**config.mk**
```make
export PLATFORM = sky130hd
export DESIGN_NAME = regfile_wb_arbiter_flat
export DESIGN_NICKNAME = d
export VERILOG_FILES = /design/src/rtl/regfile_wb_arbiter_if.sv /design/src/rtl/regfile_wb_arbiter.sv /design/src/flat_wrapper.sv
export SDC_FILE = /design/constraint.sdc
export NUM_CORES = 1
export LEC_CHECK = 0
export BUFFER_PORTS_ARGS = -buffer_cell sky130_fd_sc_hd__buf_2
export CAP_MARGIN = 20
export CORE_MARGIN = 2
export CORE_UTILIZATION = 37
export CTS_CLUSTER_SIZE = 20
export DETAILED_ROUTE_END_ITERATION = 10
export PLACE_DENSITY = 0.68
export SYNTH_ARGS = -nofsm -noshare
export SYNTH_HDL_FRONTEND = slang
export SYNTH_SLANG_ARGS = --single-unit
```
**constraint.sdc**
```tcl
create_clock -name clk -period 4.03 [get_ports clk]
set_clock_uncertainty 0.1 [all_clocks]
set_input_delay 0.806 -clock clk [delete_from_list [all_inputs] [get_ports clk]]
set_output_delay 0.806 -clock clk [all_outputs]
set_load 0.01 [all_outputs]
```
**src/rtl/regfile_wb_arbiter_if.sv**
```systemverilog
// Writeback bus between the two result sources (ALU = A, load unit = B),
// the arbiter, and the register file write port / decode hazard logic.
interface regfile_wb_arbiter_if #(
    parameter int XLEN = 32,
    parameter int NREG = 32
);
    logic            a_valid;
    logic [4:0]      a_addr;
    logic [XLEN-1:0] a_data;
    logic            a_ready;
    logic            b_valid;
    logic [4:0]      b_addr;
    logic [XLEN-1:0] b_data;
    logic            b_ready;
    logic            stall;
    logic            rf_we;
    logic [4:0]      rf_waddr;
    logic [XLEN-1:0] rf_wdata;
    logic [NREG-1:0] pending;
    logic            grant_src;

    // Writeback sources, debug stall and the register file side.
    modport master (
        output a_valid, a_addr, a_data, b_valid, b_addr, b_data, stall,
        input  a_ready, b_ready, rf_we, rf_waddr, rf_wdata, pending, grant_src
    );

    // The arbiter itself.
    modport slave (
        input  a_valid, a_addr, a_data, b_valid, b_addr, b_data, stall,
        output a_ready, b_ready, rf_we, rf_waddr, rf_wdata, pending, grant_src
    );
endinterface

```
**src/rtl/regfile_wb_arbiter.sv**
```systemverilog
// Round-robin arbiter sharing the register file write port between the ALU
// (source A) and the load unit (source B). The winning write is registered
// into a one-deep output stage; x0 writes are accepted but never committed.
//
// state  | meaning
// -------+---------------------------------------------
// PRIO_A | A wins when both sources request
// PRIO_B | B wins when both sources request
module regfile_wb_arbiter #(
    parameter int XLEN = 32,
    parameter int NREG = 32
) (
    input  logic                  clk,
    input  logic                  rst_n,
    regfile_wb_arbiter_if.slave   bus
);

    typedef enum logic {
        PRIO_A = 1'b0,
        PRIO_B = 1'b1
    } prio_e;

    prio_e           prio_q;
    prio_e           prio_d;
    logic            grant_a;
    logic            grant_b;
    logic [4:0]      win_addr;
    logic [XLEN-1:0] win_data;
    logic            we_q;
    logic [4:0]      waddr_q;
    logic [XLEN-1:0] wdata_q;
    logic            src_q;
    logic [NREG-1:0] pend;

    // Grant decision: stall blocks everything, a lone requester always wins.
    always_comb begin
        grant_a = 1'b0;
        grant_b = 1'b0;
        if (!bus.stall) begin
            grant_a = bus.a_valid && (!bus.b_valid || prio_q == PRIO_A);
            grant_b = bus.b_valid && (!bus.a_valid || prio_q == PRIO_B);
        end
    end

    // Next priority: point at the source that did not just win; hold on idle.
    always_comb begin
        prio_d = prio_q;
        if (grant_a) begin
            prio_d = PRIO_B;
        end else if (grant_b) begin
            prio_d = PRIO_A;
        end
    end

    // Priority state register.
    always_ff @(posedge clk or negedge rst_n) begin
        if (!rst_n) begin
            prio_q <= PRIO_A;
        end else begin
            prio_q <= prio_d;
        end
    end

    // Select the winning address/data for the output stage.
    always_comb begin
        win_addr = bus.a_addr;
        win_data = bus.a_data;
        if (grant_b) begin
            win_addr = bus.b_addr;
            win_data = bus.b_data;
        end
    end

    // Output stage: capture the granted write; x0 targets never raise we.
    always_ff @(posedge clk or negedge rst_n) begin
        if (!rst_n) begin
            we_q    <= 1'b0;
            waddr_q <= '0;
            wdata_q <= '0;
            src_q   <= 1'b0;
        end else begin
            we_q <= (grant_a || grant_b) && (win_addr != 5'd0);
            if (grant_a || grant_b) begin
                waddr_q <= win_addr;
                wdata_q <= win_data;
                src_q   <= grant_b;
            end
        end
    end

    // Hazard mask: requested or staged-but-uncommitted writes; x0 never pends.
    always_comb begin
        pend = '0;
        for (int r = 1; r < NREG; r++) begin
            if ((bus.a_valid && bus.a_addr == 5'(r)) ||
                (bus.b_valid && bus.b_addr == 5'(r)) ||
                (we_q && waddr_q == 5'(r))) begin
                pend[r] = 1'b1;
            end
        end
    end

    assign bus.a_ready   = grant_a;
    assign bus.b_ready   = grant_b;
    assign bus.rf_we     = we_q;
    assign bus.rf_waddr  = waddr_q;
    assign bus.rf_wdata  = wdata_q;
    assign bus.grant_src = src_q;
    assign bus.pending   = pend;

endmodule

```
**src/flat_wrapper.sv**
```systemverilog
// flat-port wrapper written by rule: the top's interface ports become plain ports
module regfile_wb_arbiter_flat 
#(
    parameter int XLEN = 32,
    parameter int NREG = 32
)
  (clk, rst_n, bus_a_valid, bus_a_addr, bus_a_data, bus_b_valid, bus_b_addr, bus_b_data, bus_stall, bus_a_ready, bus_b_ready, bus_rf_we, bus_rf_waddr, bus_rf_wdata, bus_pending, bus_grant_src);
  regfile_wb_arbiter_if #(.XLEN(XLEN), .NREG(NREG)) bus_i ();
  input  logic clk;
  input  logic rst_n;
  input wire logic [$bits(bus_i.a_valid)-1:0] bus_a_valid;
  input wire logic [$bits(bus_i.a_addr)-1:0] bus_a_addr;
  input wire logic [$bits(bus_i.a_data)-1:0] bus_a_data;
  input wire logic [$bits(bus_i.b_valid)-1:0] bus_b_valid;
  input wire logic [$bits(bus_i.b_addr)-1:0] bus_b_addr;
  input wire logic [$bits(bus_i.b_data)-1:0] bus_b_data;
  input wire logic [$bits(bus_i.stall)-1:0] bus_stall;
  output wire logic [$bits(bus_i.a_ready)-1:0] bus_a_ready;
  output wire logic [$bits(bus_i.b_ready)-1:0] bus_b_ready;
  output wire logic [$bits(bus_i.rf_we)-1:0] bus_rf_we;
  output wire logic [$bits(bus_i.rf_waddr)-1:0] bus_rf_waddr;
  output wire logic [$bits(bus_i.rf_wdata)-1:0] bus_rf_wdata;
  output wire logic [$bits(bus_i.pending)-1:0] bus_pending;
  output wire logic [$bits(bus_i.grant_src)-1:0] bus_grant_src;
  assign bus_i.a_valid = bus_a_valid;
  assign bus_i.a_addr = bus_a_addr;
  assign bus_i.a_data = bus_a_data;
  assign bus_i.b_valid = bus_b_valid;
  assign bus_i.b_addr = bus_b_addr;
  assign bus_i.b_data = bus_b_data;
  assign bus_i.stall = bus_stall;
  assign bus_a_ready = bus_i.a_ready;
  assign bus_b_ready = bus_i.b_ready;
  assign bus_rf_we = bus_i.rf_we;
  assign bus_rf_waddr = bus_i.rf_waddr;
  assign bus_rf_wdata = bus_i.rf_wdata;
  assign bus_pending = bus_i.pending;
  assign bus_grant_src = bus_i.grant_src;
  regfile_wb_arbiter #(.XLEN(XLEN), .NREG(NREG)) u_core (.clk(clk), .rst_n(rst_n), .bus(bus_i));
endmodule
```
==> results.cfg <==
[sta]
max_freq_mhz = 359
hold_ws_ns = 0.388
slew_violations = 0
worst_pin_slew_ns = 0.919
layout_min_cycle_time_ns = 2.79
fin_setup_tns_ns = 0
relSlewSlack_pct = 38.7
finalHoldViolCount = 0
fin_crit_sh_pct = 69.1
fin_ws_ns = 1.24
rsz0062_at_grt = no
final-setup-viol-count = 0

[final_layout]
multi_input_area_um2 = 1600
register_area_um2 = 1000
fillCellCount = 714
stdcell_count = 531
drive_above_1_share_pct = 39.6
area_delta_synth_final_pct = 27.3
nets = 511
final_util_pct = 48.9
n_antenna_cell = 0
postLayoutCellArea_um2 = 3590

[route]
met3_length_um = 880
top_layer = met4
post_drt_wl_per_cell_um = 17.2
vias = 3035
drtIter0Drc = 139
ant_nets = 0
vias_per_cell = 5.72
drt-pass1-iter-count = 4
met1_length_mm = 3.83
drc_errors = 0
wl_met2_mm = 4.34
drt-total-wl_mm = 9.13

[worst_hold_path]
hp-class = reg -> reg

[cts]
cts_setup_buffers = 0
cts_root_buf = clkbuf_8
htree_levels = 2
cts_tree = built
cts.reportedPaths.clkPinSlew_ns = 0.08
clock_latency_ns = 0.28
postCtsHoldBufs = 0
ctsResizeCount = 0
cts_made_buffers = 5
cts_sinks = 40
clockBufferDepth = 2

[critical_path]
crit_end = bus_pending[11]
crit_family = simple AND/OR/NAND/NOR gates
reg2reg_to = u_core.bus.rf_wdata[10]
end_kind = output pin
rr_worst_depth = 4
required_ns = 3.12
crit_slowest_cell = nor2b_1
rr_startpoint = u_core.prio_q
cp_max_fo = 8
path_buf_inv = 2
cp_common_cell = buf_2
critPathLaunch = bus_b_addr[3]
critPathArrivalTime_ns = 1.88
cp_num_cells = 5
worst_setup_path_start_kind = input port
path_cells = buf_2, nor2b_1, a22oi_1, nand2_1, buf_2
crit_type = in -> out
r2r_slack_ns = 2.52
cp_slowest_stage_delay_ns = 0.53

[power_and_ir_drop]
p_per_area_nw_per_um2 = 325
p_leak_nw = 1.75
p_total_mw = 1.16
max-vdd-ir-drop_mv = 0.224

[place]
dp_hpwl_mm = 6.42
placed_cells = 524
placement.cell_area_um2 = 3510
gp_congestion = 0.934
pre_cts_ws_ns = 1.26
portBuffers = 150

[run]
cap_viol_max_count = 0

[floorplanning]
dieWidth_um = 91.3
die_area_um2 = 8330
std_cell_rows = 31
start_util_pct = 38.4
die_h_um = 91.3
ios = 152
core_area_um2 = 7330

[synthesis]
ys.flop_type = dfrtp_1
syn_inst = 304
synth_warnings = 0
syn_area_um2 = 2820
yosys.area.top_type = dfrtp_1
synth-async-reset-ratio_pct = 100
ys_ff_latch = 40
yosysSeqAreaShare_pct = 35.5
syn_nets = 383
synth_area_leaders = dfrtp_1, o32a_1, o21a_1
synth_most_common_cell = nand2_1
synth_top_area_share_pct = 35.5
ys_types = 37
ys_top_cells_by_count = nand2_1, dfrtp_1, o21a_1, o32a_1, a22oi_1
synth_edf_count = 0
synth.avg_cell_area_um2 = 9.27

[run_status]
status = finished, final reports clean

[global_routing]
antenna_found_initial = 0
grt_first_pass_wirelength_mm = 14.7
track_usage_pct = 21.2
grt_max_degree = 43
grt_pass1_vias = 2980
grt_overflow_total = 0
power breakdown:
part           switching [mW]  internal, mW  total [mW]  leakage, nW
logic                   0.210         0.181       0.391         1.26
registers              0.0586         0.462       0.521        0.456
clock network           0.134         0.118       0.252       0.0410
total                   0.403         0.761        1.16         1.75
worst reg2reg max path, cell delays in order (launching register included):
cell     delay [ns]
dfrtp_1        0.41
nor2b_2        0.18
buf_4          0.40
o32a_1         0.25
o21a_1         0.11
logic make-up after synthesis:
logic type             Yosys count  share of synthesized area [%]
AND/OR/NAND/NOR                117                           24.2
AO/OA/AOI/OAI                  111                           32.5
flip-flops                      40                           35.5
buffers and inverters           35                           7.68
other                            1                          0.133
state kept, by name (all words and copies together), names as in the netlist:
name / count
u_core.prio_q: 1
u_core.bus.rf_wdata: 32
u_core.bus.rf_we: 1
u_core.bus.rf_waddr: 5
u_core.bus.grant_src: 1
area by class of cell:
class	instances	share of cell area, %
multi-input cells	229	44.6
flip-flops and latches	40	27.9
repair buffers	153	21.6
well taps	99	3.45
clock buffers	6	2.02
inverters	3	0.314
clock inverters	1	0.140
worst min-delay path by stage:
stage	to	slack, ns	cells past startpoint	startpoint
floorplan	u_core.prio_q	0.39	1	u_core.prio_q
global placement	u_core.bus.grant_src	0.37	1	u_core.bus.grant_src
detailed placement	u_core.bus.grant_src	0.37	1	u_core.bus.grant_src
CTS	u_core.bus.grant_src	0.39	1	u_core.bus.grant_src
global route	u_core.bus.grant_src	0.44	1	u_core.bus.grant_src
finish	u_core.bus.grant_src	0.39	1	u_core.bus.grant_src
placed cells by master, fill, tap and decap left out, drive strengths merged, types with 2 or more instances in the layout:
cell | netlist | final
a31oi | 5 | 5
and4b | 9 | 9
nor4b | 5 | 5
dfrtp | 40 | 40
o21a | 32 | 32
a22oi | 22 | 22
nor2b | 9 | 9
and4 | 3 | 3
and2 | 2 | 2
a32oi | 8 | 8
o21ai | 7 | 7
nand2 | 62 | 62
inv | 3 | 3
and4bb | 9 | 9
buf | 24 | 153
o32a | 32 | 32
nand3 | 5 | 5
clkbuf | 8 | 6
nand2b | 3 | 3
nor2 | 9 | 9
per-layer routing:
metal	GRT usage, %	vias up
li1	-	1419
met1	27.3	1437
met2	35.1	171
met3	6.06	8
met4	5.56	0
met5	0	-
No activity file was read; power rests on OpenSTA's default activity.
